`src/rtl/dl_rr_arbiter.sv`:
```
// dl_rr_arbiter
// Round-robin merge of NUM_REQ valid/ready requesters into one registered
// output stage. The winner's payload and index are captured on the clock
// edge after the grant; a full output register is refilled in the same cycle
// the downstream accepts it, so back-to-back transfers carry no bubble.
//
// Optional feature macro: DL_ARB_LOCK_EN
//   When defined, the req_lock port exists and a transfer from a locked
//   requester keeps the priority pointer on that requester.
//
// Ports:
//   clk        clock, all state on posedge
//   rst        asynchronous active-high reset
//   req_valid  per-requester valid
//   req_data   payloads, requester i at [i*DATA_W +: DATA_W]
//   req_ready  per-requester ready, one-hot or zero
//   out_valid  output register holds an entry
//   out_data   registered payload
//   out_src    index of the requester that supplied out_data
//   out_ready  downstream accepts the entry
//   req_lock   (DL_ARB_LOCK_EN only) hold priority on the granted requester
module dl_rr_arbiter #(
  parameter int NUM_REQ = 4,
  parameter int DATA_W  = 32,
  parameter int SRC_W   = $clog2(NUM_REQ)
) (
  input  logic                      clk,
  input  logic                      rst,
  input  logic [NUM_REQ-1:0]        req_valid,
  input  logic [NUM_REQ*DATA_W-1:0] req_data,
  output logic [NUM_REQ-1:0]        req_ready,
  output logic                      out_valid,
  output logic [DATA_W-1:0]         out_data,
  output logic [SRC_W-1:0]          out_src,
  input  logic                      out_ready
`ifdef DL_ARB_LOCK_EN
  ,
  input  logic [NUM_REQ-1:0]        req_lock
`endif
);

  logic                r_out_valid;
  logic [DATA_W-1:0]   r_out_data;
  logic [SRC_W-1:0]    r_out_src;
  logic [SRC_W-1:0]    r_ptr;

  logic [DATA_W-1:0]   w_req_arr [NUM_REQ];
  logic                w_load;
  logic                w_found;
  logic                w_xfer;
  logic [SRC_W-1:0]    w_gnt_idx;
  logic [DATA_W-1:0]   w_gnt_data;
  logic [SRC_W:0]      w_sum;
  logic [SRC_W-1:0]    w_scan;
  logic [SRC_W-1:0]    w_ptr_inc;
  logic [SRC_W-1:0]    w_ptr_nxt;
  logic [NUM_REQ-1:0]  w_req_ready;

  for (genvar gi = 0; gi < NUM_REQ; gi++) begin : g_unpack
    assign w_req_arr[gi] = req_data[gi*DATA_W +: DATA_W];
  end

  assign w_load = !r_out_valid || out_ready;

  // Scan from r_ptr upward with wrap; first asserted request wins.
  always_comb begin
    w_found    = 1'b0;
    w_gnt_idx  = '0;
    w_gnt_data = '0;
    w_sum      = '0;
    w_scan     = '0;
    for (int k = 0; k < NUM_REQ; k++) begin
      w_sum = {1'b0, r_ptr} + (SRC_W+1)'(k);
      if (w_sum >= (SRC_W+1)'(NUM_REQ)) begin
        w_sum = w_sum - (SRC_W+1)'(NUM_REQ);
      end
      w_scan = w_sum[SRC_W-1:0];
      if (!w_found && req_valid[w_scan]) begin
        w_found    = 1'b1;
        w_gnt_idx  = w_scan;
        w_gnt_data = w_req_arr[w_scan];
      end
    end
  end

  // rst gates ready so no requester sees a handshake while the stage is held in reset.
  assign w_xfer = w_found && w_load && !rst;

  always_comb begin
    w_req_ready = '0;
    if (w_xfer) begin
      w_req_ready[w_gnt_idx] = 1'b1;
    end
  end

  assign req_ready = w_req_ready;

  always_comb begin
    if (w_gnt_idx == SRC_W'(NUM_REQ-1)) begin
      w_ptr_inc = '0;
    end else begin
      w_ptr_inc = w_gnt_idx + SRC_W'(1);
    end
    w_ptr_nxt = w_ptr_inc;
`ifdef DL_ARB_LOCK_EN
    if (req_lock[w_gnt_idx]) begin
      w_ptr_nxt = w_gnt_idx;
    end
`endif
  end

  always_ff @(posedge clk or posedge rst) begin
    if (rst) begin
      r_out_valid <= 1'b0;
      r_out_data  <= '0;
      r_out_src   <= '0;
      r_ptr       <= '0;
    end else if (w_load) begin
      if (w_xfer) begin
        r_out_valid <= 1'b1;
        r_out_data  <= w_gnt_data;
        r_out_src   <= w_gnt_idx;
        r_ptr       <= w_ptr_nxt;
      end else begin
        // Drained with nothing pending: payload and source are left as-is.
        r_out_valid <= 1'b0;
      end
    end
  end

  assign out_valid = r_out_valid;
  assign out_data  = r_out_data;
  assign out_src   = r_out_src;

endmodule

```
`config.mk`:
```
export PLATFORM = sky130hd
export DESIGN_NAME = dl_rr_arbiter
export DESIGN_NICKNAME = d
export VERILOG_FILES = /design/src/rtl/dl_rr_arbiter.sv
export SDC_FILE = /design/constraint.sdc
export NUM_CORES = 1
export LEC_CHECK = 0
export BUFFER_PORTS_ARGS = -buffer_cell sky130_fd_sc_hd__buf_2
export CELL_PAD_IN_SITES_DETAIL_PLACEMENT = 2
export CELL_PAD_IN_SITES_GLOBAL_PLACEMENT = 2
export CORE_UTILIZATION = 28
export DETAILED_ROUTE_END_ITERATION = 7
export PLACE_DENSITY_LB_ADDON = 0.1
export SETUP_SLACK_MARGIN = 0.1
export SLEW_MARGIN = 20
export SYNTH_ARGS = -nofsm -noshare
export SYNTH_HDL_FRONTEND = slang
export SYNTH_SLANG_ARGS = --single-unit
```
`constraint.sdc`:
```
create_clock -name clk -period 2.1 [get_ports clk]
set_input_delay 0.105 -clock clk [delete_from_list [all_inputs] [get_ports clk]]
set_output_delay 0.105 -clock clk [all_outputs]
set_load 0.01 [all_outputs]
```
==> reports/results.ini <==
[setup_path]
reg2reg_depth=8
crit_type=reg -> out
worstPathArrival_ns=2.26
worst_ep_required_time_ns=2.00
startpoint_type=register
critPathCaptureType=output port
cp_max_fo=6

[die]
pin_count=174
initial_core_util_pct=28.5
dieWidth_microns=143
core-area_sq_um=19500
die-area_sq_um=20400
row_count=51
die_h_microns=143

[timing]
finalCritPeriodShare_pct=112
layout_min_cycle_time_ns=2.36
timing.fmax_mhz=423
slew_headroom_pct=55.2
worst_slack_ns=-0.262
finalClockSkew_ns=0.00892
hold_viol_final=0
setup_viol=36
holdWs_ns=0.156
rsz0062_at_grt=yes
slew_violations=0
timing_worst_slew_pin_value_ns=0.669

[placed_design]
placed_area_sq_um=6840
hpwlAfterDp_mm=16.9
portBuffers=173
place.gp.congestion=0.797

[yosys]
synth.net_count=783
yosysTopAreaCellShare_pct=16.7
synth_edf_count=0
synth_cell_types=51
syn_avg_cell_area_sq_um=8.62
syn_area_sq_um=5550
yosysMostFrequentCell=nand2_1
ys_seq_elements=37
yosys.area.top_type=dfrtp_1
synth.area.top_cells=dfrtp_1 17%, mux2_2 13%, mux4_2 13%, nand2_1 6.7%, mux2i_1 6.5%
ys_top_cells_by_count=99 x nand2_1, 65 x mux2_2, 61 x o21ai_0, 37 x dfrtp_1, 36 x mux2i_1
ys_seq_area_share_pct=16.7
synth_cells=644
synthArstFlopShare_pct=100
ys.flop_type=dfrtp_1
synth_warnings=0

[finish]
area_growth_pct=43.3
design_area_sq_um=7960
layout-drive-gt1-share_pct=50.7
finalNetCount=972

[run]
maxCapViolCount=0

[global_routing]
grt_overflow_total=0
antenna_found_initial=2
grt_use_total_pct=26.5
grt_pass1_wl_mm=40.9
grt_max_degree=63
grt_pass1_vias=7054

[status]
violations=setup timing
status=finished, violations left

[routing]
routed_wl_mm=26.6
drc=0
viasPerCell=5.68
drtIter0Drc=219
num_vias=6260
drt-wirelength-per-cell_microns=24.2
ant_nets=0
dr.pass1.iters=4

[cts]
clock_latency_ns=0.30
cts_sinks=37
clk_pin_slew_ns=0.06
clockBufferDepth=2
cts_buffers=5
ctsRootBufferMaster=clkbuf_16
h-tree-depth=2
cts_tree=done

[power_and_ir_drop]
p_leak_nw=3.27
irDropWorstVdd_mv=0.565
p_per_area_nw_per_um2=1220

[hold_path]
holdPathStages=3
min_path_type=in -> reg

==> cell usage in the layout (no fill, tap or decap), types with 4 or more instances in the layout <==
cell type,instances
o21ai_4,5
nor2b_1,32
buf_16,6
mux4_2,32
o2111a_1,30
dfrtp_1,35
buf_4,40
mux2_2,65
a211oi_1,30
and2_1,4
o21ai_0,31
o21ai_1,27
buf_12,16
buf_6,13
a22oi_1,27
buf_2,172
nor2_4,4
clkbuf_16,5
o21ai_2,28
mux2i_1,36
nand2_1,99
a21oi_1,32
==> worst max-delay path, stage by stage (launching register included) <==
cell	delay, ns
dfrtp_4	0.51
buf_6	0.14
nor2b_4	0.11
nand2_1	0.08
o21ai_0	0.12
a221oi_2	0.36
inv_1	0.17
ha_4	0.20
and2_1	0.12
buf_2	0.13
==> per-layer routing <==
metal | part of all wire [%] | routed length, microns | vias up | GRT usage, %
li1 | - | - | 2870 | -
met5 | 0 | 0 | - | 0
met4 | 2.4 | 626 | 0 | 8.09
met2 | 52 | 13800 | 148 | 49.8
met1 | 42 | 11100 | 3210 | 30.5
met3 | 4.3 | 1130 | 32 | 4.43
==> layout make-up <==
cell class	count	area, sq um
repair buffers	252	1900
well taps	265	332
multi-input cells	533	4580
clock buffers	5	125
clock inverters	3	65.1
inverters	4	15.0
flip-flops and latches	37	933
diodes	3	7.51
fillers	2147	11500
==> flip-flops by register name (all words and copies together) (netlist names) <==
| signal | cells |
|---|---|
| r_ptr | 2 |
| out_data | 32 |
| out_src | 2 |
| out_valid | 1 |
==> per-stage QoR <==
step	setup TNS [ns]	setup WS (ns)	utilization [%]	cells	total power [W]
2_1_floorplan	0	0.106	-	644	0.00562
3_3_place_gp	-0.0105	-0.0105	35.1	1052	0.00722
3_5_place_dp	-2.04	-0.142	35.1	1052	0.00754
4_1_cts	-4.75	-0.259	40.4	1102	0.00951
5_1_grt	-6.89	-0.338	40.9	1100	0.0104
6_report	-5.07	-0.262	40.9	1102	0.00972
==> final timing paths <==
kind	from	to	slack [ns]
worst max register to register	r_ptr[1]$_DFFE_PP0P_	out_data[31]$_DFFE_PP0P_	-0.17
worst max-delay path	r_ptr[1]$_DFFE_PP0P_	req_ready[1]	-0.26
worst min-delay path	out_ready	out_valid$_DFFE_PP0P_	0.16
worst min register to register	out_data[17]$_DFFE_PP0P_	out_data[17]$_DFFE_PP0P_	0.50
min in group asynchronous	rst	out_src[1]$_DFFE_PP0P_	0.45
max in group asynchronous	rst	out_data[8]$_DFFE_PP0P_	1.00
==> logic make-up (layout without fill, tap and decap cells) <==
| group | count (synthesis) | after routing | synth area share [%] |
|---|---|---|---|
| flip-flops | 37 | 37 | 16.7 |
| other | 0 | 3 | 0 |
| multiplexers | 133 | 133 | 32.6 |
| buffers and inverters | 76 | 264 | 7.23 |
| AND/OR/NAND/NOR | 162 | 164 | 14.4 |
| adder cells (fa/ha/maj) | 4 | 4 | 0.901 |
| AO/OA/AOI/OAI | 232 | 232 | 28.1 |
==> power breakdown <==
part | total (W) | switching, W | internal [W] | leakage (nW)
Combinational | 0.00733 | 0.00386 | 0.00347 | 2.72
Clock | 0.00104 | 0.000357 | 0.000680 | 0.0938
Sequential | 0.00135 | 0.000284 | 0.00107 | 0.458
Total | 0.00972 | 0.00450 | 0.00522 | 3.27
==> timing repair <==
item / CTS / global route
gates cloned: 12 / 0
hold endpoints to repair: 19 / 0
setup endpoints to repair: 37 / 38
gates resized for setup: 81 / 48
pin swaps: 51 / 32
setup buffers: 29 / 1
hold buffers: 1 / 0
(Power assumes the default switching activity.)
